$ cat config.mk
export PLATFORM = sky130hd
export DESIGN_NAME = uart_core
export DESIGN_NICKNAME = d
export VERILOG_FILES = /design/src/rtl/uart_core.sv
export SDC_FILE = /design/constraint.sdc
export NUM_CORES = 1
export LEC_CHECK = 0
export CAP_MARGIN = 20
export CORE_MARGIN = 5
export CORE_UTILIZATION = 60
export CTS_CLUSTER_DIAMETER = 60
export DETAILED_ROUTE_END_ITERATION = 6
export DONT_BUFFER_PORTS = 1
export PLACE_DENSITY = 0.8
export SLEW_MARGIN = 20
export SYNTH_ARGS = -nofsm -noshare
export SYNTH_HDL_FRONTEND = slang
export SYNTH_SLANG_ARGS = --single-unit
export TNS_END_PERCENT = 50
$ cat constraint.sdc
create_clock -name clk -period 2.56 [get_ports clk]
set_input_delay 0.64 -clock clk [delete_from_list [all_inputs] [get_ports clk]]
set_output_delay 0.64 -clock clk [all_outputs]
set_load 0.05 [all_outputs]
$ cat src/rtl/uart_core.sv
// 8N1 UART: shared 16x baud tick, transmitter and receiver (tx is registered, so the line lags the FSM by 1 clk; rx adds 2 clk of sync latency).
// No backpressure: tx_start is only sampled in IDLE; received bytes are simply overwritten by the next frame.
module uart_core #(
  parameter int DATA_BITS  = 8,
  parameter int STOP_TICKS = 16,
  parameter int DVSR_W     = 11
) (
  input  logic                 clk,
  input  logic                 reset,
  input  logic [DVSR_W-1:0]    dvsr,
  output logic                 sample_tick,
  input  logic                 tx_start,
  input  logic [DATA_BITS-1:0] data_byte,
  output logic                 tx,
  output logic                 tx_done_tick,
  input  logic                 rx,
  output logic                 rx_done_tick,
  output logic [DATA_BITS-1:0] received_byte
);

  localparam int TCW = (STOP_TICKS > 16) ? $clog2(STOP_TICKS) : 4;
  localparam int NBW = (DATA_BITS > 1) ? $clog2(DATA_BITS) : 1;

  localparam logic [TCW-1:0] TICK_MID  = TCW'(7);
  localparam logic [TCW-1:0] TICK_LAST = TCW'(15);
  localparam logic [TCW-1:0] STOP_LAST = TCW'(STOP_TICKS - 1);
  localparam logic [NBW-1:0] BIT_LAST  = NBW'(DATA_BITS - 1);

  typedef enum logic [1:0] {S_IDLE, S_START, S_DATA, S_STOP} state_e;

  // ---------------- baud generator ----------------
  logic [DVSR_W-1:0] baud_cnt_q, baud_cnt_d;

  always_ff @(posedge clk) begin
    if (reset) begin
      baud_cnt_q <= '0;
    end else begin
      baud_cnt_q <= baud_cnt_d;
    end
  end

  // Wrapping on >= lets a shrinking dvsr take effect without a long run-out.
  always_comb begin
    baud_cnt_d = baud_cnt_q + DVSR_W'(1);
    if (baud_cnt_q >= dvsr) begin
      baud_cnt_d = '0;
    end
  end

  // Gating with reset keeps both done pulses quiet in the reset cycle.
  assign sample_tick = ~reset & (baud_cnt_q == dvsr);

  // ---------------- transmitter ----------------
  state_e                 tx_state_q, tx_state_d;
  logic [TCW-1:0]         tx_s_q, tx_s_d;
  logic [NBW-1:0]         tx_n_q, tx_n_d;
  logic [DATA_BITS-1:0]   tx_b_q, tx_b_d;
  logic                   tx_q, tx_d;

  always_ff @(posedge clk) begin
    if (reset) begin
      tx_state_q <= S_IDLE;
      tx_s_q     <= '0;
      tx_n_q     <= '0;
      tx_b_q     <= '0;
      tx_q       <= 1'b1;
    end else begin
      tx_state_q <= tx_state_d;
      tx_s_q     <= tx_s_d;
      tx_n_q     <= tx_n_d;
      tx_b_q     <= tx_b_d;
      tx_q       <= tx_d;
    end
  end

  always_comb begin
    tx_state_d = tx_state_q;
    tx_s_d     = tx_s_q;
    tx_n_d     = tx_n_q;
    tx_b_d     = tx_b_q;
    case (tx_state_q)
      S_IDLE: begin
        if (tx_start) begin
          tx_state_d = S_START;
          tx_s_d     = '0;
          tx_b_d     = data_byte;
        end
      end
      S_START: begin
        if (sample_tick) begin
          if (tx_s_q == TICK_LAST) begin
            tx_state_d = S_DATA;
            tx_s_d     = '0;
            tx_n_d     = '0;
          end else begin
            tx_s_d = tx_s_q + TCW'(1);
          end
        end
      end
      S_DATA: begin
        if (sample_tick) begin
          if (tx_s_q == TICK_LAST) begin
            tx_s_d = '0;
            tx_b_d = tx_b_q >> 1;
            if (tx_n_q == BIT_LAST) begin
              tx_state_d = S_STOP;
            end else begin
              tx_n_d = tx_n_q + NBW'(1);
            end
          end else begin
            tx_s_d = tx_s_q + TCW'(1);
          end
        end
      end
      S_STOP: begin
        if (sample_tick) begin
          if (tx_s_q == STOP_LAST) begin
            tx_state_d = S_IDLE;
          end else begin
            tx_s_d = tx_s_q + TCW'(1);
          end
        end
      end
      default: tx_state_d = S_IDLE;
    endcase
  end

  always_comb begin
    tx_d         = 1'b1;
    tx_done_tick = 1'b0;
    case (tx_state_q)
      S_START: tx_d = 1'b0;
      S_DATA:  tx_d = tx_b_q[0];
      S_STOP:  tx_done_tick = sample_tick && (tx_s_q == STOP_LAST);
      default: tx_d = 1'b1;
    endcase
  end

  assign tx = tx_q;

  // ---------------- receiver ----------------
  logic rx_meta_q, rx_sync_q;

  always_ff @(posedge clk) begin
    if (reset) begin
      rx_meta_q <= 1'b1;
      rx_sync_q <= 1'b1;
    end else begin
      rx_meta_q <= rx;
      rx_sync_q <= rx_meta_q;
    end
  end

  state_e                 rx_state_q, rx_state_d;
  logic [TCW-1:0]         rx_s_q, rx_s_d;
  logic [NBW-1:0]         rx_n_q, rx_n_d;
  logic [DATA_BITS-1:0]   rx_b_q, rx_b_d;
  logic [DATA_BITS-1:0]   rx_byte_q, rx_byte_d;

  always_ff @(posedge clk) begin
    if (reset) begin
      rx_state_q <= S_IDLE;
      rx_s_q     <= '0;
      rx_n_q     <= '0;
      rx_b_q     <= '0;
      rx_byte_q  <= '0;
    end else begin
      rx_state_q <= rx_state_d;
      rx_s_q     <= rx_s_d;
      rx_n_q     <= rx_n_d;
      rx_b_q     <= rx_b_d;
      rx_byte_q  <= rx_byte_d;
    end
  end

  always_comb begin
    rx_state_d = rx_state_q;
    rx_s_d     = rx_s_q;
    rx_n_d     = rx_n_q;
    rx_b_d     = rx_b_q;
    case (rx_state_q)
      S_IDLE: begin
        if (!rx_sync_q) begin
          rx_state_d = S_START;
          rx_s_d     = '0;
        end
      end
      S_START: begin
        if (sample_tick) begin
          if (rx_s_q == TICK_MID) begin
            // A start bit that is high again by mid-bit was only a glitch.
            rx_state_d = rx_sync_q ? S_IDLE : S_DATA;
            rx_s_d     = '0;
            rx_n_d     = '0;
          end else begin
            rx_s_d = rx_s_q + TCW'(1);
          end
        end
      end
      S_DATA: begin
        if (sample_tick) begin
          if (rx_s_q == TICK_LAST) begin
            rx_s_d = '0;
            rx_b_d = {rx_sync_q, rx_b_q[DATA_BITS-1:1]};
            if (rx_n_q == BIT_LAST) begin
              rx_state_d = S_STOP;
            end else begin
              rx_n_d = rx_n_q + NBW'(1);
            end
          end else begin
            rx_s_d = rx_s_q + TCW'(1);
          end
        end
      end
      S_STOP: begin
        if (sample_tick) begin
          if (rx_s_q == STOP_LAST) begin
            rx_state_d = S_IDLE;
          end else begin
            rx_s_d = rx_s_q + TCW'(1);
          end
        end
      end
      default: rx_state_d = S_IDLE;
    endcase
  end

  always_comb begin
    rx_done_tick = 1'b0;
    rx_byte_d    = rx_byte_q;
    if (rx_state_q == S_STOP && sample_tick && rx_s_q == STOP_LAST) begin
      rx_done_tick = 1'b1;
      rx_byte_d    = rx_b_q;
    end
  end

  assign received_byte = rx_byte_q;

endmodule

**Word level (Yosys, flattened, before mapping)**

Index checks and enable logic that the tools add are counted.

- Bits in writable memories: 0
- Output and inout port bits: 12
- ROM bits: 0
- Memories: 0
- Register bits after elaboration: 56
- Bits in latches: 0

- Divide/modulo/power cells: 0
- Multiplexer cells: 52
- Reduce and logical (&&, ||, !) cells: 18
- Equality and inequality tests: 33
- $lt $le $gt $ge: 1
- Bitwise operators: 2
- Shifts and indexed selects: 0
- Add/subtract/negate cells: 5
- Multipliers: 0

Operators by type and width:

| kind | number |
|---|---|
| $mux 4 | 12 |
| $ne 2x2->1 const B | 19 |
| $mux 2 | 17 |
| $mux 3 | 10 |
| $mux 8 | 3 |
| $pmux 2 s4 | 2 |
| $pmux 4 s4 | 1 |
| $pmux 8 s2 | 1 |
| $reduce_and 8->1 | 2 |
| $pmux 3 s2 | 2 |
| $pmux 4 s3 | 1 |
| $reduce_and 6->1 | 2 |
| $add 11x1->11 const B | 1 |
| $eq 11x11->1 | 1 |
| $ge 11x11->1 | 1 |
| $add 4x1->4 const B | 2 |
| $eq 2x2->1 const B | 4 |
| $eq 4x4->1 const B | 2 |
| $reduce_and 4->1 | 2 |
| $add 3x1->3 const B | 2 |
| $eq 3x3->1 const B | 2 |
| $reduce_bool 2->1 | 3 |
| $reduce_and 5->1 | 1 |
| $eq 2x1->1 const B | 2 |
| other kinds (10) | 16 |

**Logic depth before layout (Yosys ltp)**

- Word-level depth: 5
- Mapped depth: 8
- Gate-level depth less buffers: 7

**Least setup slack after synthesis**

Ideal clock, no wire load.

- Path type: input to output
- From: input dvsr[10]
- To: output rx_done_tick
- Stages: 6
- Arrival time: 2.133 ns
- Buffers on the path: 1
- Setup slack: -0.213 ns
- Required time: 1.920 ns
- Cells stage by stage: inv_1 -> ha_1 -> and4b_1 -> buf_6 -> nand3_1 -> nor2_1

- Cells in the longest elaborated chain, start to end: 5

RTL lines:

| element | RTL line | source |
|---|---|---|
| from (decl) | 10 | `input logic [DVSR_W-1:0] dvsr,` |
| $eq 11x11->1 | 51 | `assign sample_tick = ~reset & (baud_cnt_q == dvsr);` |
| $and 1x1->1 | 51 |  |
| $logic_and 1x1->1 (2 in series) | 231 | `if (rx_state_q == S_STOP && sample_tick && rx_s_q == STOP_LAST) begin` |
| $mux 1 | 231 |  |
| to (decl) | 17 | `output logic rx_done_tick,` |

No other way between the ends.

**Final worst setup path**

- From: register baud_cnt_q[2]
- To: output rx_done_tick

- Cells in the longest elaborated chain, start to end: 5

RTL lines:

| element | RTL line | source |
|---|---|---|
| from (decl) | 32 | `logic [DVSR_W-1:0] baud_cnt_q, baud_cnt_d;` |
| from (signal assigned) | 38 | `baud_cnt_q <= baud_cnt_d;` |
| $eq 11x11->1 | 51 |  |
| $and 1x1->1 | 51 |  |
| $logic_and 1x1->1 (2 in series) | 231 |  |
| $mux 1 | 231 |  |

No other way between the ends.

==> flow_summary_export.csv <==
group,metric,value,unit
detailed_routing,routed_via_density,6.29,
grt,overflow,0,
sta,holdWs,380,ps
die,placementRows,26,
detailed_routing,drt_pass1_iterations,4,
detailed_routing,first_iter_violations,161,
sta,fmax,0.416,GHz
cells_and_area,final_common_cell,"dfxtp_1",
logic_synthesis,avgSynthCellArea,8.36,um^2
clock_tree,cts_root_buf,"clkbuf_8",
sta,fin_setup_tns,0,ps
setup_path,slowest_stage,"dfxtp_1",
clock_tree,clk_pin_slew,100,ps
logic_synthesis,synthesis.area,0.00314,mm^2
grt,track_usage,0.227,
outcome,status,"complete, no violations",
cells_and_area,nets,419,
die,core_area,0.00511,mm^2
detailed_routing,vias,2801,
clock_tree,h-tree-depth,2,
power_and_ir_drop,seq_power_share,0.492,
logic_synthesis,ys_seq_area_frac,0.357,
power_and_ir_drop,p_sw,0.670,mW
cells_and_area,post-route-util,0.662,
sta,clock_skew,5.67,ps
clock_tree,cts_inserted_buffers,5,
cells_and_area,antenna_cells,0,
detailed_routing,routedWlPerCell,15.7,um
grt,antenna_found_initial,0,
worst_hold_path,hold_path.class,"in -> reg",
power_and_ir_drop,p_sw_frac,0.336,
clock_tree,cts.sinks,56,
placed_design,pre_cts_ws,137,ps
sta,period_share,0.938,
die,die_height,82.3,um
setup_path,critPathMaxFanout,6,
clock_tree,postCtsHoldBufs,0,
die,pin_count,35,
setup_path,path_class,"reg -> out",
die,start_util,0.614,
grt,grt_pass1_wl,12.2,mm
placed_design,placed_cell_area,0.00328,mm^2
clock_tree,cts_setup_buffers,0,
grt,grt_pass1_vias,2663,
detailed_routing,drcViolationCount,0,
sta,hold_viol_final,0,
sta,min_period,2400,ps
detailed_routing,drt-total-wl,6.98,mm
sta,setup_viol,0,
cells_and_area,ff_latch_area,0.00112,mm^2
logic_synthesis,synth.distinct_cells,53,
sta,finalMaxSlewViolations,0,
power_and_ir_drop,internal_power,1.32,mW
run,drv_cap,0,
sta,worst_slack,158,ps
cells_and_area,multi_input_area,0.00185,mm^2
setup_path,cp_slowest_stage_delay,390,ps
sta,tightest_slew,608,ps
sta,maxSlewHeadroom,0.593,
logic_synthesis,synth-edff-count,0,
cells_and_area,drive_gt1_frac,0.0987,
placed_design,place.gp.congestion,0.848,
logic_synthesis,syn_nets,420,
logic_synthesis,synthArstFlopShare,0,
placed_design,portBuffers,0,
sta,rsz0062_at_grt,"false",
cells_and_area,nFillCells,442,
grt,grt_max_degree,48,
setup_path,cp-start-kind,"flop",
cells_and_area,layout_common_cells,"55 x dfxtp_1, 33 x nand3_1, 33 x a21oi_1",
logic_synthesis,ys_ff_latch,56,
setup_path,path_cells,"ha_1, and4_1, nand3_2, nor2_2, buf_12",
setup_path,cp.arrival,1760,ps
logic_synthesis,synth_ff_type,"dfxtp_1",
placed_design,hpwl,5.07,mm
clock_tree,cts_tree,"built",
clock_tree,worstSkewPairLatency,310,ps
power_and_ir_drop,p_total,1.99,mW
power_and_ir_drop,power.leakage,1.25,nW
cells_and_area,area_growth,7.74,%
cells_and_area,final_cell_area,0.00338,mm^2
placed_design,dp_cells,437,
power_and_ir_drop,share_comb_of_total_power,0.253,
setup_path,cp.required,1920,ps
power_and_ir_drop,power_density,590,mW/mm^2
die,die-area,0.00677,mm^2
power_and_ir_drop,clkPwrFrac,0.255,
logic_synthesis,syn_inst,375,
detailed_routing,final_antenna_net_count,0,
logic_synthesis,yosysWarnings,0,
setup_path,endpoint_kind,"output pin",
die,die_w,82.3,um
clock_tree,cts_resized,0,
clock_tree,clk_path_buf_depth,2,
cells_and_area,final_cells,445,
power_and_ir_drop,ir_worst_vdd,0.000279,V
## Yosys cell counts, types with 2 or more instances
master,instances,share of area
dfxtp_1,56,0.36
nand3_1,34,0.054
a21oi_1,33,0.053
o21ai_0,31,0.049
ha_1,22,0.088
inv_1,21,0.025
nand4_1,19,0.038
nor3_1,17,0.027
nor2_1,15,0.018
clkbuf_1,13,0.016
nand2_1,12,0.014
a31oi_1,9,0.018
buf_2,8,0.013
xnor2_1,8,0.022
a22oi_1,7,0.017
a211oi_1,5,0.012
and3_1,5,0.010
nor2b_1,4,0.0080
o311ai_0,4,0.011
nor3b_1,3,0.0072
o211a_1,3,0.0096
o211ai_1,3,0.0072
o21a_1,3,0.0072
or2_2,3,0.0060
and4_1,2,0.0056
and4b_1,2,0.0064
nand2b_1,2,0.0040
nor4b_1,2,0.0056
o21ai_1,2,0.0032
o221ai_1,2,0.0056
or4_1,2,0.0048
xor2_1,2,0.0056
## power by group through the flow
stage / clock network [mW] / logic, mW / registers, mW
6_report: 0.508 / 0.505 / 0.980
5_1_grt: 0.568 / 0.582 / 0.985
4_1_cts: 0.523 / 0.499 / 0.978
3_5_place_dp: 0 / 0.496 / 0.997
3_3_place_gp: 0 / 0.484 / 0.994
2_1_floorplan: 0 / 0.408 / 0.984
## worst paths after layout
kind / to / start / slack (ps) / depth (start not counted)
worst max-delay path: rx_done_tick / baud_cnt_q[2] / 160 / 5
worst min-delay path: tx_s_q[0] / reset / 380 / 1
worst max register to register: tx_s_q[1] / baud_cnt_q[2] / 510 / 6
worst min register to register: rx_sync_q / rx_meta_q / 440 / 1
## critical path, delay by kind of cell, from the launching register on
kind          cells  cell delay [ps]
simple gates      3              550
flops             1              390
fa+ha+maj         1              360
buf+inv           1              150
## sequential cells by signal, summed over array words and instances (netlist names), named ones only
signal and cells:
received_byte 8, tx_s_q 4, tx_b_q 8, tx_state_q 2, tx 1, tx_n_q 3, rx_n_q 3, rx_b_q 8
baud_cnt_q 11, rx_meta_q 1, rx_sync_q 1, rx_state_q 1, rx_s_q 4
## final cells by class
cell class | count | share of cell area
inverters | 21 | 0.0233
flip-flops and latches | 56 | 0.332
clock buffers | 5 | 0.0204
multi-input cells | 275 | 0.546
repair buffers | 15 | 0.0444
clock inverters | 3 | 0.00777
well taps | 70 | 0.0259
## kinds of logic (layout without fill, tap and decap cells)
group | Yosys count | count (layout) | synth area share
mux | 1 | 1 | 0.00319
compound gates | 110 | 110 | 0.222
xor+xnor | 10 | 10 | 0.0279
flops | 56 | 56 | 0.357
fa+ha+maj | 22 | 22 | 0.0878
simple gates | 132 | 132 | 0.243
buf+inv | 44 | 44 | 0.0582
## per-layer routing
metal	share of wire	track usage	vias up
met2	0.50	0.380	60
met5	0	0	-
met3	0.042	0.0401	7
met1	0.45	0.300	1332
met4	0.010	0.0631	0
li1	-	-	1402
Power figures use the tool's default switching activity.
